<file path="config.mk">
export PLATFORM = sky130hd
export DESIGN_NAME = led_matrix_pwm
export DESIGN_NICKNAME = d
export VERILOG_FILES = /design/src/rtl/led_matrix_pkg.sv /design/src/rtl/led_matrix_scan.sv /design/src/rtl/led_matrix_pwm.sv
export SDC_FILE = /design/constraint.sdc
export NUM_CORES = 1
export LEC_CHECK = 0
export CAP_MARGIN = 40
export CORE_UTILIZATION = 45
export CTS_CLUSTER_SIZE = 28
export DETAILED_ROUTE_END_ITERATION = 8
export GPL_TIMING_DRIVEN = 1
export MAX_ROUTING_LAYER = met4
export PLACE_DENSITY = 0.75
export SYNTH_ARGS = -nofsm -noshare
export SYNTH_HDL_FRONTEND = slang
export SYNTH_SLANG_ARGS = --single-unit
</file>
<file path="constraint.sdc">
create_clock -name clk -period 3.29 [get_ports clk]
set_clock_uncertainty 0.2 [all_clocks]
set_input_delay 0.4935 -clock clk [delete_from_list [all_inputs] [get_ports clk]]
set_output_delay 0.4935 -clock clk [all_outputs]
set_load 0.02 [all_outputs]
</file>
<file path="src/rtl/led_matrix_pkg.sv">
// Shared helpers for the LED matrix driver: width calc, column select, data slicing.
// Dimming is compiled in only when LED_MATRIX_PWM_DIM_EN is defined (see led_matrix_pwm).
package led_matrix_pkg;

   localparam int unsigned MAX_COLS = 64;

   typedef enum logic [1:0] {
      PH_BLANK,
      PH_ON,
      PH_OFF
   } slot_phase_e;

   function automatic int unsigned clog2w(input int unsigned n);
      return (n <= 1) ? 1 : $clog2(n);
   endfunction

   function automatic logic [MAX_COLS-1:0] col_onecold(input int unsigned c);
      return ~(MAX_COLS'(1) << c);
   endfunction

   // Column 0 occupies the most significant ROWS bits of the frame word.
   function automatic int unsigned slice_msb(input int unsigned c, input int unsigned rows,
                                             input int unsigned cols);
      return (cols - c) * rows - 1;
   endfunction

endpackage

</file>
<file path="src/rtl/led_matrix_scan.sv">
// Column scan sequencer: slot timer, column counter, frame boundary and frame_tick.
module led_matrix_scan
   import led_matrix_pkg::*;
#(
   parameter int unsigned COLS      = 4,
   parameter int unsigned COL_TICKS = 50_000
) (
   input  logic                           clk,
   input  logic                           rst,
   output logic [clog2w(COL_TICKS)-1:0]   timer_nxt,
   output logic [clog2w(COLS)-1:0]        col_nxt,
   output logic                           boundary,
   output logic                           frame_tick
);

   localparam int unsigned TW = clog2w(COL_TICKS);
   localparam int unsigned CW = clog2w(COLS);

   logic [TW-1:0] timer;
   logic [CW-1:0] col;
   logic          last_tick;
   logic          last_col;

   always_comb begin
      last_tick = (timer == TW'(COL_TICKS - 1));
      last_col  = (col == CW'(COLS - 1));
      boundary  = last_tick && last_col;
      timer_nxt = last_tick ? '0 : timer + TW'(1);
      col_nxt   = col;
      if (last_tick) begin
         col_nxt = last_col ? '0 : col + CW'(1);
      end
   end

   always_ff @(posedge clk or posedge rst) begin
      if (rst) begin
         timer      <= '0;
         col        <= '0;
         frame_tick <= 1'b0;
      end else begin
         timer      <= timer_nxt;
         col        <= col_nxt;
         frame_tick <= boundary;
      end
   end

endmodule

</file>
<file path="src/rtl/led_matrix_pwm.sv">
// Time-multiplexed active-low LED matrix driver with frame shadowing and blanking.
// Define LED_MATRIX_PWM_DIM_EN to build the brightness shadow and per-column PWM.
module led_matrix_pwm
   import led_matrix_pkg::*;
#(
   parameter int unsigned ROWS        = 8,
   parameter int unsigned COLS        = 4,
   parameter int unsigned COL_TICKS   = 50_000,
   parameter int unsigned BLANK_TICKS = 0,
   parameter int unsigned PWM_BITS    = 4
) (
   input  logic                     clk,
   input  logic                     rst,
   input  logic [ROWS*COLS-1:0]     data,
   input  logic [PWM_BITS-1:0]      brightness,
   output logic                     frame_tick,
   output logic [ROWS-1:0]          rows,
   output logic [COLS-1:0]          cols
);

   localparam int unsigned TW = clog2w(COL_TICKS);
   localparam int unsigned CW = clog2w(COLS);
   localparam int unsigned SW = clog2w(ROWS * COLS);

   logic [TW-1:0]        timer_nxt;
   logic [CW-1:0]        col_nxt;
   logic                 boundary;
   logic [ROWS*COLS-1:0] shadow;
   logic [ROWS*COLS-1:0] shadow_nxt;
   logic                 loaded;
   logic                 loaded_nxt;
   logic                 active;
   logic                 duty_on;
   slot_phase_e          phase;
   logic [SW-1:0]        msb;
   logic [ROWS-1:0]      rows_d;
   logic [COLS-1:0]      cols_d;

   led_matrix_scan #(
      .COLS      (COLS),
      .COL_TICKS (COL_TICKS)
   ) u_scan (
      .clk        (clk),
      .rst        (rst),
      .timer_nxt  (timer_nxt),
      .col_nxt    (col_nxt),
      .boundary   (boundary),
      .frame_tick (frame_tick)
   );

   // Outputs are registered from next-state values so column 0 of a new
   // frame lands in the same cycle as frame_tick.
   always_comb begin
      shadow_nxt = boundary ? data : shadow;
      loaded_nxt = loaded || boundary;
   end

   always_ff @(posedge clk or posedge rst) begin
      if (rst) begin
         shadow <= '0;
         loaded <= 1'b0;
      end else begin
         shadow <= shadow_nxt;
         loaded <= loaded_nxt;
      end
   end

   if (BLANK_TICKS > 0) begin : g_blank
      assign active = (timer_nxt >= TW'(BLANK_TICKS));
   end else begin : g_noblank
      assign active = 1'b1;
   end

`ifdef LED_MATRIX_PWM_DIM_EN
   localparam int unsigned MW   = TW + 1;
   localparam int unsigned STEP = (COL_TICKS - BLANK_TICKS) >> PWM_BITS;

   logic [PWM_BITS-1:0] bright_shadow;
   logic [PWM_BITS-1:0] bright_nxt;
   logic [MW-1:0]       pwm_pos;
   logic [MW-1:0]       pwm_thr;

   always_comb begin
      bright_nxt = boundary ? brightness : bright_shadow;
      pwm_pos    = MW'(timer_nxt) - MW'(BLANK_TICKS);
      pwm_thr    = MW'(bright_nxt) * MW'(STEP);
      duty_on    = (|bright_nxt) && ((&bright_nxt) || (pwm_pos < pwm_thr));
   end

   always_ff @(posedge clk or posedge rst) begin
      if (rst) begin
         bright_shadow <= '0;
      end else begin
         bright_shadow <= bright_nxt;
      end
   end
`else
   logic unused_brightness;
   assign unused_brightness = ^brightness;
   assign duty_on = 1'b1;
`endif

   always_comb begin
      if (!active) begin
         phase = PH_BLANK;
      end else if (loaded_nxt && duty_on) begin
         phase = PH_ON;
      end else begin
         phase = PH_OFF;
      end
   end

   always_comb begin
      rows_d = '1;
      cols_d = '1;
      msb    = SW'(slice_msb(32'(col_nxt), ROWS, COLS));
      case (phase)
         PH_ON: begin
            cols_d = COLS'(col_onecold(32'(col_nxt)));
            rows_d = ~shadow_nxt[msb -: ROWS];
         end
         default: begin
         end
      endcase
   end

   always_ff @(posedge clk or posedge rst) begin
      if (rst) begin
         rows <= '1;
         cols <= '1;
      end else begin
         rows <= rows_d;
         cols <= cols_d;
      end
   end

endmodule

</file>
### Word level (Yosys, flattened, before mapping)

Cells that the tools add are included.

| word-level totals | value |
|---|---|
| logic and storage cells | 27 |
| flip-flop bits (word level) | 64 |
| output and inout port bits | 13 |
| bits of input ports | 38 |

| cells by class | value |
|---|---|
| bitwise operators | 2 |
| reduce and logical (&&, ||, !) cells | 2 |
| shift-type cells | 2 |
| $add $sub $neg | 4 |
| muxes and demuxes | 7 |
| equality and inequality tests | 3 |

Operators by type and width:

| cell | number |
|---|---|
| 39-bit by 6-bit indexed part select with 8-bit output | 1 |
| 32-bit 2-to-1 mux | 1 |
| 16-bit by 1-bit adder with 16-bit output, second input constant | 1 |
| 16-bit == test, second input constant | 1 |
| 16-bit 2-to-1 mux | 1 |
| 8-bit 2-to-1 mux | 1 |
| 8-bit NOT | 1 |
| 2-bit 2-to-1 mux | 3 |
| 5-bit by 2-bit subtractor with 5-bit output, second input constant | 1 |
| 4-bit 2-to-1 mux | 1 |
| 4-bit NOT | 1 |
| 1-bit by 2-bit left shift with 4-bit output, first input constant | 1 |
| 2-bit by 1-bit adder with 2-bit output, second input constant | 1 |
| 2-bit by 1-bit == test with 1-bit output, second input constant | 1 |
| 2-bit == test, second input constant | 1 |
| 1-bit by 2-bit subtractor with 2-bit output, first input constant | 1 |
| 1-bit logical AND | 1 |
| 1-bit logical OR | 1 |

### Logic depth before layout (Yosys ltp)

| depth | value |
|---|---|
| depth after elaboration | 8 |
| gate-level depth with buffers | 11 |
| depth with buffers taken out | 10 |

### Hierarchy

Synthesis repeated with hierarchy kept, for this count alone.

| unflattened totals | value |
|---|---|
| cell total of the unflattened synthesis | 191 |
| area, all modules | 2860.2 um^2 |

Modules (own cells, without submodules):

| module | times used | area each (um^2) | cells an instance | seq. area each (um^2) |
|---|---|---|---|---|
| led_matrix_pwm | 1 | 1981.9 | 111 | 1141.1 |
| led_matrix_scan | 1 | 878.3 | 80 | 475.5 |

### Worst setup path after synthesis

No wires, ideal clock.

| path | value |
|---|---|
| path type | flip-flop to flip-flop |
| start point | register u_scan.timer[5] |
| end point | register rows[5] |
| arrival time | 3.043 ns |
| path slack | -0.052 ns |
| clock period less this slack | 3.342 ns |
| library setup time | 0.098 ns |
| data required time | 2.992 ns |
| buffers on the path | 0 |
| cell stages (with the launch flop) | 9 |
| path through | dfrtp_1 or4b_4 nor4_4 mux2i_1 ha_1 inv_2 mux2i_1 a2bb2o_1 a221oi_1 |

| between the ends | value |
|---|---|
| cells in the longest elaborated chain, start to end | 7 |
| elaborated cells between the ends (all ways) | 12 |
| classes of those cells | add/sub (2); eq/ne (2); shift (1); mux (4); bitwise (1); reduce/logical (2) |

RTL lines:

| what | RTL line | RTL |
|---|---|---|
| start, declared | led_matrix_scan.sv:19 | `logic [TW-1:0] timer;` |
| start signal, assigned | led_matrix_scan.sv:41 | `timer <= timer_nxt;` |
| 16-bit == test * | led_matrix_scan.sv:25 | `last_tick = (timer == TW'(COL_TICKS - 1));` |
| 2-bit 2-to-1 mux | led_matrix_scan.sv:30 | `if (last_tick) begin` |
| 1-bit by 2-bit subtractor with 2-bit output | led_matrix_pkg.sv:24 | `return (cols - c) * rows - 1;` |
| 5-bit by 2-bit subtractor with 5-bit output | led_matrix_pkg.sv:24 |  |
| 39-bit by 6-bit indexed part select with 8-bit output | led_matrix_pwm.sv:120 | `rows_d = ~shadow_nxt[msb -: ROWS];` |
| 8-bit NOT | led_matrix_pwm.sv:120 |  |
| 8-bit 2-to-1 mux * | led_matrix_pwm.sv:117 | `case (phase)` |
| via rows_d[5] | led_matrix_pwm.sv:36 | `logic [ROWS-1:0] rows_d;` |
| end signal, assigned | led_matrix_pwm.sv:132 | `rows <= rows_d;` |
| end, declared | led_matrix_pwm.sv:17 | `output logic [ROWS-1:0] rows,` |

The timed path passes the listed nets; every way through them passes the cells marked *.

### Worst setup path after layout

| path | value |
|---|---|
| start point | register u_scan.timer[7] |
| end point | register rows[3] |

| between the ends | value |
|---|---|
| cells in the longest elaborated chain, start to end | 7 |
| elaborated cells between the ends (all ways) | 12 |
| classes of those cells | add/sub (2); eq/ne (2); shift (1); mux (4); bitwise (1); reduce/logical (2) |

RTL lines:

| what | RTL line | RTL |
|---|---|---|
| 16-bit == test | led_matrix_scan.sv:25 |  |
| 2-bit 2-to-1 mux | led_matrix_scan.sv:30 |  |
| via col_nxt[1] | led_matrix_pwm.sv:26 | `logic [CW-1:0] col_nxt;` |
| 1-bit by 2-bit subtractor with 2-bit output | led_matrix_pkg.sv:24 |  |
| 5-bit by 2-bit subtractor with 5-bit output | led_matrix_pkg.sv:24 |  |
| 39-bit by 6-bit indexed part select with 8-bit output | led_matrix_pwm.sv:120 |  |
| 8-bit NOT | led_matrix_pwm.sv:120 |  |
| 8-bit 2-to-1 mux | led_matrix_pwm.sv:117 |  |
| via rows_d[3] | led_matrix_pwm.sv:36 |  |

The timed path passes the listed nets, and every way through them passes these cells.

==> impl_metrics.csv <==
group,metric,value,unit
worst_setup_path,endpoint,"rows[3]",
clock_network,clkTransAtPathRegs,0.07,ns
floorplanning,fp.dieArea,0.00679,mm²
detailed_routing,first_iter_violations,136,
timing,period_needed,3.13,ns
floorplanning,core,0.00610,mm²
timing,setup_violations,0,
floorplanning,ioPinCount,51,
final_layout,nNetsFinal,388,
detailed_routing,vias,2200,
worst_setup_path,startpoint_type,"register",
yosys,ys_seq_area_frac,0.555,
grt,grt_max_degree,34,
worst_setup_path,arrival,3.17,ns
clock_network,h-tree-depth,3,
grt,grt_use_total,0.213,
detailed_routing,vias_per_cell,5.16,
yosys,syn_area,0.00291,mm²
timing,fin_crit_sh,0.952,
worst_setup_path,required,3.33,ns
timing,timing.final.ws_setup,0.160,ns
grt,grt_pass1_wl,10200,µm
timing,timing.hold.ws,0.222,ns
timing,grt_setup_unrepaired,"no",
placed_design,gp_congestion,0.809,
floorplanning,dieHeight,82.4,µm
yosys,synth_top_area_share,0.447,
timing,hold_viol_final,0,
clock_network,clk_latency,0.33,ns
floorplanning,fp.dieW,82.4,µm
final_layout,final_common_cell,"nand2_1",
pwr,pwr_density_cell,406,mW/mm²
timing,tightest_slew,0.695,ns
grt,antenna_found_initial,0,
clock_network,clock-sinks,64,
final_layout,layout_common_cells,"nand2_1 (84), dfrtp_1 (52), clkdlybuf4s50_1 (46)",
worst_setup_path,r2r_slack,0.16,ns
yosys,synth_edf_count,0,
placed_design,post-dp-hpwl,4310,µm
yosys,synth_top_area_cell,"dfrtp_1",
worst_setup_path,r2r_start,"u_scan.timer[7]",
detailed_routing,dr.pass1.iters,5,
yosys,synth_fp_nets,327,
timing,relSlewSlack,0.536,
run,drv_cap,0,
placed_design,pre_cts_ws,0.0374,ns
yosys,synth_warnings,0,
clock_network,cts_hold_buffers,0,
final_layout,fill_cells,536,
final_layout,num_antenna_cells,0,
worst_setup_path,crit_type,"reg2reg",
clock_network,numCtsBuffers,9,
yosys,synth.area.top_cells,"dfrtp_1 (45%), dfstp_2 (11%), nand2_1 (11%)",
final_layout,area_growth,29.3,%
yosys,synth_ff_type,"dfrtp_1",
yosys,synthCells,285,
pwr,power.total,1.53,mW
worst_setup_path,r2r_end,"rows[3]",
yosys,async_flop_share,1.00,
placed_design,io_buffer_count,46,
worst_setup_path,cp-startpoint,"u_scan.timer[7]",
final_layout,drive_above_1_share,0.194,
detailed_routing,drt-total-wl,6110,µm
timing,slew_viol_final,0,
worst_setup_path,crit_path_end_kind,"register",
yosys,ys_ff_latch,64,
grt,grt-ovfl-total,0,
pwr,leakagePower,1.68,nW
detailed_routing,drcViolationCount,0,
detailed_routing,ant_nets,0,
placed_design,place_area,0.00353,mm²
grt,grt_pass1_vias,2140,
pwr,ir_drop,0.316,mV
clock_network,cts_max_path_buffers,2,
timing,fmax,319,MHz
clock_network,cts-root-buf,"clkbuf_8",
detailed_routing,routedWlPerCell,14.3,µm
clock_network,tritoncts,"yes",
hold_path,hp-class,"reg2reg",
floorplanning,initial_utilization,0.477,
final_layout,final_cell_area,0.00376,mm²
worst_setup_path,cp_max_fo,6,
yosys,yosysUniqueCellTypes,37,
timing,fin_tns_setup,0,ns
floorplanning,rows,28,
yosys,syn_avg_cell_area,10.2,µm²
worst_setup_path,ff2ff_path_depth,9,
outcome,status,"finished, final reports clean",
==> routing by layer <==
layer / global-route usage / share of wire / up-vias
li1: - / - / 1079
met1: 0.292 / 0.48 / 1052
met3: 0.0363 / 0.045 / 9
met4: 0.0982 / 0.017 / 0
met2: 0.309 / 0.46 / 60
met5: - / 0 / -
==> kinds of logic (layout without fill, tap and decap cells) <==
family / after synthesis / in the layout / share of synthesized area
adders and majority gates: 4 / 4 / 0.0172
xor gates and xnor gates: 14 / 14 / 0.0421
muxes: 19 / 19 / 0.0765
and+or+nand+nor: 140 / 140 / 0.218
buffers and inverters: 19 / 85 / 0.0271
DFF: 64 / 64 / 0.555
AOI/OAI and AO/OA: 25 / 25 / 0.0641
==> worst min-delay path by stage <==
stage	startpoint	endpoint	slack, ns	depth (start not counted)
final	shadow[13]	rows[5]	0.22	1
after global routing	shadow[9]	rows[1]	0.25	1
after CTS	shadow[13]	rows[5]	0.23	1
after detailed placement	shadow[9]	rows[1]	0.21	1
after global placement	shadow[11]	rows[3]	0.20	1
after floorplan	shadow[8]	rows[0]	0.20	1
==> layout make-up <==
| cell class | instances | area, µm² | share of cell area |
|---|---|---|---|
| clock buffer | 11 | 141 | 0.0376 |
| clock inverter | 5 | 56.3 | 0.0150 |
| inverter | 9 | 36.3 | 0.00964 |
| multi-input combinational | 202 | 1240 | 0.330 |
| sequential | 64 | 1620 | 0.430 |
| tap | 75 | 93.8 | 0.0249 |
| timing repair buffer | 60 | 578 | 0.154 |
==> cells in the mapped netlist (all sizes together) (3+ instances only) <==
| cell | instances |
|---|---|
| a2bb2o | 5 |
| buf | 3 |
| xnor2 | 3 |
| nand4 | 3 |
| nand2 | 84 |
| xor2 | 11 |
| a31oi | 3 |
| nor2 | 19 |
| a221oi | 5 |
| dfstp | 12 |
| mux2i | 8 |
| nor3 | 3 |
| and3 | 4 |
| nand3 | 17 |
| mux2 | 11 |
| a21oi | 7 |
| ha | 4 |
| inv | 9 |
| clkbuf | 7 |
| dfrtp | 52 |
==> where the power goes <==
group          internal [mW]  total [mW]  switching (mW)
clock                  0.370       0.663           0.294
combinational         0.0435      0.0697          0.0262
sequential             0.792       0.794         0.00131
total                   1.21        1.53           0.321
==> critical path, cell delays in order, from the launching register on <==
cell	delay (ns)
dfrtp_1	0.40
or4b_4	0.56
or4_1	0.56
nand2_1	0.08
nand2_1	0.06
ha_1	0.32
inv_4	0.14
mux2i_1	0.24
a2bb2o_2	0.28
a221oi_1	0.20
==> stage by stage <==
stage,utilization,instances
2_1_floorplan,-,285
3_3_place_gp,0.580,409
3_5_place_dp,0.580,409
4_1_cts,0.612,425
5_1_grt,0.617,426
6_report,0.617,426
==> state kept, by name, indices dropped and copies added (netlist names) <==
register           cells
rows                   8
u_scan.col             2
loaded                 1
shadow                32
cols                   4
u_scan.frame_tick      1
u_scan.timer          16
==> repair_timing <==
item | in CTS | in global routing
setup endpoints to repair | 0 | 5
buffers inserted | 0 | 1
hold endpoints to repair | 0 | 0
gates resized for setup | 0 | 5
Power figures use the tool's default switching activity.
